`src/rtl/rs_pkg.sv`:
```
// Shared types for the RS flip-flop command driver: FSM states and the
// {set, reset} encodings presented to the flop.
package rs_pkg;

  typedef enum logic [1:0] {
    IDLE,
    PULSE,
    CHECK,
    GAP
  } state_t;

  // Bit order is {set, reset}; the 11 encoding must never reach the flop.
  localparam logic [1:0] RS_HOLD    = 2'b00;
  localparam logic [1:0] RS_RESET   = 2'b01;
  localparam logic [1:0] RS_SET     = 2'b10;
  localparam logic [1:0] RS_ILLEGAL = 2'b11;

endpackage

```
`src/rtl/rs_cmd_driver_if.sv`:
```
// Request handshake between control logic (master) and the RS-FF command
// driver (slave). The done pulse travels back to the requester.
interface rs_cmd_driver_if;

  logic req_valid;
  logic req_level;
  logic req_force;
  logic req_ready;
  logic done;

  modport master (
    output req_valid, req_level, req_force,
    input  req_ready, done
  );

  modport slave (
    input  req_valid, req_level, req_force,
    output req_ready, done
  );

endinterface

```
`src/rtl/rs_pulse_timer.sv`:
```
// Loadable down-counter used to time both the Set/Reset pulse and the idle gap.
module rs_pulse_timer #(
  parameter int unsigned CNT_W = 8
) (
  input  logic             clock,
  input  logic             reset,
  input  logic             load,
  input  logic [CNT_W-1:0] load_val,
  output logic             zero
);

  logic [CNT_W-1:0] count;

  always_ff @(posedge clock) begin
    if (reset) begin
      count <= '0;
    end else if (load) begin
      count <= load_val;
    end else if (count != '0) begin
      count <= count - 1'b1;
    end
  end

  // Count holds the cycles remaining including the current one, so the
  // final cycle of a loaded interval is the one where count is 1.
  assign zero = (count <= CNT_W'(1));

endmodule

```
`src/rtl/rs_cmd_driver.sv`:
```
// Converts "make q = level" requests into legal, timed Set/Reset pulses for one
// RS flip-flop, tracks the flop in a shadow register and checks its feedback.
module rs_cmd_driver
  import rs_pkg::*;
#(
  parameter int unsigned PULSE_CYCLES = 1,
  parameter int unsigned GAP_CYCLES   = 1,
  parameter int unsigned CNT_W        = 8
) (
  input  logic             clock,
  input  logic             reset,
  rs_cmd_driver_if.slave   cmd,
  output logic             set_out,
  output logic             reset_out,
  input  logic             q_in,
  input  logic             q_bar_in,
  output logic             err,
  output logic             shadow_q,
  output logic             shadow_valid
);

  state_t           state;
  state_t           state_next;
  logic             cmd_level;
  logic             accept;
  logic             skip;
  logic             drive_level;
  logic             done_r;
  logic             timer_load;
  logic [CNT_W-1:0] timer_val;
  logic             timer_zero;

  rs_pulse_timer #(.CNT_W(CNT_W)) u_timer (
    .clock    (clock),
    .reset    (reset),
    .load     (timer_load),
    .load_val (timer_val),
    .zero     (timer_zero)
  );

  assign cmd.req_ready = (state == IDLE);
  assign cmd.done      = done_r;
  assign accept        = cmd.req_valid && cmd.req_ready;
  // A request is redundant only when the shadow is known-good and not overridden.
  assign skip          = shadow_valid && !cmd.req_force && (cmd.req_level == shadow_q);
  assign drive_level   = (state == IDLE) ? cmd.req_level : cmd_level;

  // Next-state decode; also loads the shared timer for the PULSE and GAP phases.
  always_comb begin
    state_next = state;
    timer_load = 1'b0;
    timer_val  = '0;
    case (state)
      IDLE: begin
        if (accept) begin
          if (skip) begin
            state_next = CHECK;
          end else begin
            state_next = PULSE;
            timer_load = 1'b1;
            timer_val  = CNT_W'(PULSE_CYCLES);
          end
        end
      end
      PULSE: begin
        if (timer_zero) state_next = CHECK;
      end
      CHECK: begin
        if (GAP_CYCLES > 0) begin
          state_next = GAP;
          timer_load = 1'b1;
          timer_val  = CNT_W'(GAP_CYCLES);
        end else begin
          state_next = IDLE;
        end
      end
      GAP: begin
        if (timer_zero) state_next = IDLE;
      end
      default: state_next = IDLE;
    endcase
  end

  // Set/Reset and done are registered from the next state so the flop never
  // sees a combinational path from the request inputs.
  always_ff @(posedge clock) begin
    if (reset) begin
      state        <= IDLE;
      cmd_level    <= 1'b0;
      set_out      <= 1'b0;
      reset_out    <= 1'b0;
      done_r       <= 1'b0;
      err          <= 1'b0;
      shadow_q     <= 1'b0;
      shadow_valid <= 1'b0;
    end else begin
      state  <= state_next;
      done_r <= (state_next == CHECK);
      if (state_next == PULSE) begin
        {set_out, reset_out} <= drive_level ? RS_SET : RS_RESET;
      end else begin
        {set_out, reset_out} <= RS_HOLD;
      end
      if (state == IDLE && accept && !skip) begin
        cmd_level <= cmd.req_level;
      end
      if (state == PULSE && timer_zero) begin
        shadow_q     <= cmd_level;
        shadow_valid <= 1'b1;
      end
      if (state == CHECK && (q_in != shadow_q || q_in == q_bar_in)) begin
        err <= 1'b1;
      end
    end
  end

endmodule

```
`src/flat_wrapper.sv`:
```
// flat-port wrapper written by rule: the top's interface ports become plain ports
module rs_cmd_driver_flat import rs_pkg::*;
#(
  parameter int unsigned PULSE_CYCLES = 1,
  parameter int unsigned GAP_CYCLES   = 1,
  parameter int unsigned CNT_W        = 8
)
  (clock, reset, set_out, reset_out, q_in, q_bar_in, err, shadow_q, shadow_valid, cmd_req_valid, cmd_req_level, cmd_req_force, cmd_req_ready, cmd_done);
  rs_cmd_driver_if cmd_i ();
  input  logic clock;
  input  logic reset;
  output logic set_out;
  output logic reset_out;
  input  logic q_in;
  input  logic q_bar_in;
  output logic err;
  output logic shadow_q;
  output logic shadow_valid;
  input wire logic [$bits(cmd_i.req_valid)-1:0] cmd_req_valid;
  input wire logic [$bits(cmd_i.req_level)-1:0] cmd_req_level;
  input wire logic [$bits(cmd_i.req_force)-1:0] cmd_req_force;
  output wire logic [$bits(cmd_i.req_ready)-1:0] cmd_req_ready;
  output wire logic [$bits(cmd_i.done)-1:0] cmd_done;
  assign cmd_i.req_valid = cmd_req_valid;
  assign cmd_i.req_level = cmd_req_level;
  assign cmd_i.req_force = cmd_req_force;
  assign cmd_req_ready = cmd_i.req_ready;
  assign cmd_done = cmd_i.done;
  rs_cmd_driver #(.PULSE_CYCLES(PULSE_CYCLES), .GAP_CYCLES(GAP_CYCLES), .CNT_W(CNT_W)) u_core (.clock(clock), .reset(reset), .cmd(cmd_i), .set_out(set_out), .reset_out(reset_out), .q_in(q_in), .q_bar_in(q_bar_in), .err(err), .shadow_q(shadow_q), .shadow_valid(shadow_valid));
endmodule
```
`config.mk`:
```
export PLATFORM = sky130hd
export DESIGN_NAME = rs_cmd_driver_flat
export DESIGN_NICKNAME = d
export VERILOG_FILES = /design/src/rtl/rs_pkg.sv /design/src/rtl/rs_cmd_driver_if.sv /design/src/rtl/rs_pulse_timer.sv /design/src/rtl/rs_cmd_driver.sv /design/src/flat_wrapper.sv
export SDC_FILE = /design/constraint.sdc
export NUM_CORES = 1
export LEC_CHECK = 0
export BUFFER_PORTS_ARGS = -buffer_cell sky130_fd_sc_hd__buf_2
export CORE_MARGIN = 2
export CORE_UTILIZATION = 53
export CTS_CLUSTER_SIZE = 40
export DETAILED_ROUTE_END_ITERATION = 12
export PLACE_DENSITY = 0.76
export RECOVER_POWER = 50
export SLEW_MARGIN = 10
export SYNTH_ARGS = -nofsm -noshare
export SYNTH_HDL_FRONTEND = slang
export SYNTH_SLANG_ARGS = --single-unit
```
`constraint.sdc`:
```
create_clock -name clock -period 2.1 [get_ports clock]
set_clock_uncertainty 0.2 [all_clocks]
set_input_delay 0.42 -clock clock [delete_from_list [all_inputs] [get_ports clock]]
set_output_delay 0.42 -clock clock [all_outputs]
set_load 0.02 [all_outputs]
```
==> impl_metrics.toml <==
[status]
status = "finished clean"

[grt]
grt_pass1_vias = 668
grtUsageMet1_pct = 22.5
grt_pass1_wl_um = 2680
track_usage_pct = 18.8
grt_use_met3_pct = 4.17
grt_max_degree = 10
gr-total-overflow = 0
grt_use_met2_pct = 32.4
antenna_found_initial = 0
grt.busiest_layer = "met2"

[critical_path]
critical_path_depth = 6
cp_data_required_time_ns = 2.09
start_kind = "register"
r2r_slack_ns = 0.14
critPathMaxStageDelay_ns = 0.47
slowest_stage = "dfxtp_1"
critical_path.startpoint = "u_core.u_timer.count[0]"
crit_end = "u_core.set_out"
rr_worst_depth = 6
crit_family = "flip-flops"
reg2reg_from = "u_core.u_timer.count[0]"
crit_arrival_ns = 1.95
r2r-end = "u_core.set_out"
criticalPathCategory = "register to register"
setup.worst_path.end_class = "register"
path_cells = "inv_1 -> ha_1 -> o21ai_1 -> nor3_4 -> a21o_1 -> nor4b_1"
path_buf_inv = 1
worstPathMaxFanout = 7

[power]
power.leakage_nw = 0.368
peakVddDrop_mv = 1.25
p_per_area_mw_per_mm2 = 1940

[sta]
grt_setup_unrepaired = "no"
worst_slew_pin_slew_ns = 0.449
max_clock_freq_mhz = 511
hold_ws_ns = 0.209
relSlewSlack_pct = 70.0
finalHoldViolations = 0
fin_setup_tns_ns = 0
period_minus_slack_ns = 1.96
setup_violations = 0
finalCritPeriodShare_pct = 93.1
maxSlewViolCount = 0
fin_ws_ns = 0.145

[clock_network]
clockRootBuffer = "clkbuf_4"
clkTransAtPathRegs_ns = 0.10
clock_sinks = 17
cts_tree = "yes"
cts-htree-levels = 1
cts_setup_buffers = 0
clock_latency_ns = 0.29
cts_made_buffers = 3
ctsLongestPathBuffers = 2
ctsHoldBuffers = 0
cts-resized-gates = 0

[die]
io_pins = 14
row_count = 14
coreArea_mm2 = 0.00149
initial_core_util_pct = 56.3
die_w_um = 43.8
dieArea_mm2 = 0.00192
die_h_um = 43.8

[placement]
place_area_um2 = 923
portBuffers = 13
globalplace.congestion = 0.782
pre_cts_slack_ns = 0.182
dp_hpwl_um = 1180

[layout]
multiInputGateArea_um2 = 483
drive_gt1_share_pct = 16.3
syn2layout_area_growth_pct = 12.4
final_nets = 115
fillCellCount = 124
antennaDiodeCount = 0
regArea_um2 = 340
fin_util_pct = 63.3
final_area_um2 = 942

[min_path]
hold_path_class = "input port to register"

[routing]
via_per_inst = 5.63
routed_wl_um = 1580
firstDrtPassIters = 4
detail-route-antenna-nets = 0
remaining_drc_errors = 0
drt_iter0_markers = 18
via_count = 675
avgRoutedWirePerCell_um = 13.2

[synthesis]
syn-num-nets = 97
synthCells = 87
synth_top_area_share_pct = 40.6
postSynthAreaPerCell_um2 = 9.64
ys_types = 33
synth_seq_cells = 17
netlist_area_um2 = 838
seq_area_frac_synth_pct = 40.6
yosys-top-cells-area = "dfxtp_1 (41%), nor2_1 (6.7%), ha_1 (4.5%), xnor2_1 (4.2%), mux2i_1 (3.6%)"
yosys.area.top_type = "dfxtp_1"
yosysWarnings = 0

[flow_run]
drv_cap = 0
==> cell usage after synthesis <==
| library cell | instances |
|---|---|
| a211oi_1 | 2 |
| a21o_1 | 1 |
| a21oi_1 | 3 |
| a221oi_1 | 1 |
| a31oi_1 | 1 |
| buf_4 | 1 |
| dfxtp_1 | 17 |
| ha_1 | 3 |
| inv_1 | 2 |
| mux2i_1 | 3 |
| nand2_1 | 4 |
| nand2b_1 | 3 |
| nand3b_1 | 3 |
| nor2_1 | 15 |
| nor2b_1 | 2 |
| nor3_1 | 3 |
| nor3_4 | 1 |
| nor3b_1 | 1 |
| nor4_1 | 2 |
| nor4_4 | 1 |
| nor4b_1 | 1 |
| nor4b_2 | 1 |
| nor4b_4 | 1 |
| o211ai_1 | 1 |
| o21a_1 | 1 |
| o21ai_0 | 2 |
| o21ai_1 | 1 |
| o31ai_1 | 1 |
| or3_1 | 1 |
| or3_4 | 2 |
| or4_1 | 1 |
| xnor2_1 | 4 |
| xor2_1 | 1 |
==> worst register-to-register path, cell delays in order, from the launching register on <==
cell	delay, ns
dfxtp_1	0.47
inv_1	0.10
ha_1	0.27
o21ai_1	0.26
nor3_4	0.08
a21o_1	0.19
nor4b_1	0.29
==> layout by cell type, fill, tap and decap left out, drive strengths merged, types with 2 or more instances in the layout <==
cell / count
dfxtp: 17
nor2: 15
clkbuf: 10
buf: 8
xnor2: 4
nand2: 4
nor3: 4
nand2b: 3
nand3b: 3
a21oi: 3
mux2i: 3
ha: 3
o21ai: 3
or3: 3
nor4: 3
nor4b: 3
inv: 2
nor2b: 2
a211oi: 2
==> stage by stage <==
step	std cells	total power, mW
5_1_grt	120	1.96
3_5_place_dp	116	1.66
3_3_place_gp	116	1.63
6_report	120	1.83
2_1_floorplan	87	1.44
4_1_cts	120	1.84
==> sequential cells by signal, indices dropped and copies added, names as in the netlist <==
name and cells:
u_core.shadow_valid 1, u_core.shadow_q 1, u_core.set_out 1, u_core.err 1, u_core.cmd_level 1, u_core.state 2
u_core.cmd.done 1, u_core.u_timer.count 8, u_core.reset_out 1
==> per-layer routing <==
metal  share of wire, %  vias to the layer above
li1                   -                      346
met1                 49                      311
met2                 46                       16
met3                4.0                        2
met4               0.63                        0
met5                  0                        -
==> layout make-up <==
| cell class | count | area share, % |
|---|---|---|
| Clock buffer | 4 | 2.79 |
| Inverter | 2 | 0.797 |
| Multi-Input combinational cell | 67 | 51.3 |
| Sequential cell | 17 | 36.1 |
| Tap cell | 16 | 2.12 |
| Timing Repair Buffer | 14 | 6.91 |
==> cell families after synthesis <==
group                    after synthesis  share of synthesized area (%)
AO/OA/AOI/OAI                         14                           10.7
XOR/XNOR                               5                           5.22
multiplexers                           3                           3.58
buffers and inverters                  3                           1.79
flip-flops                            17                           40.6
AND/OR/NAND/NOR                       42                           33.6
adder cells (fa/ha/maj)                3                           4.48
==> worst min-delay path by stage <==
stage | from | end | depth (start not counted)
2_1_floorplan | u_core.u_timer.count[4] | u_core.u_timer.count[4] | 2
3_3_place_gp | u_core.err | u_core.err | 2
3_5_place_dp | u_core.err | u_core.err | 2
4_1_cts | reset | u_core.u_timer.count[0] | 2
5_1_grt | reset | u_core.err | 2
6_report | reset | u_core.err | 2
==> power breakdown <==
group	total [mW]	internal, mW	switching (mW)
clock	0.177	0.0738	0.103
combinational	1.03	0.476	0.556
sequential	0.621	0.457	0.164
total	1.83	1.01	0.823
(Power assumes the default switching activity.)
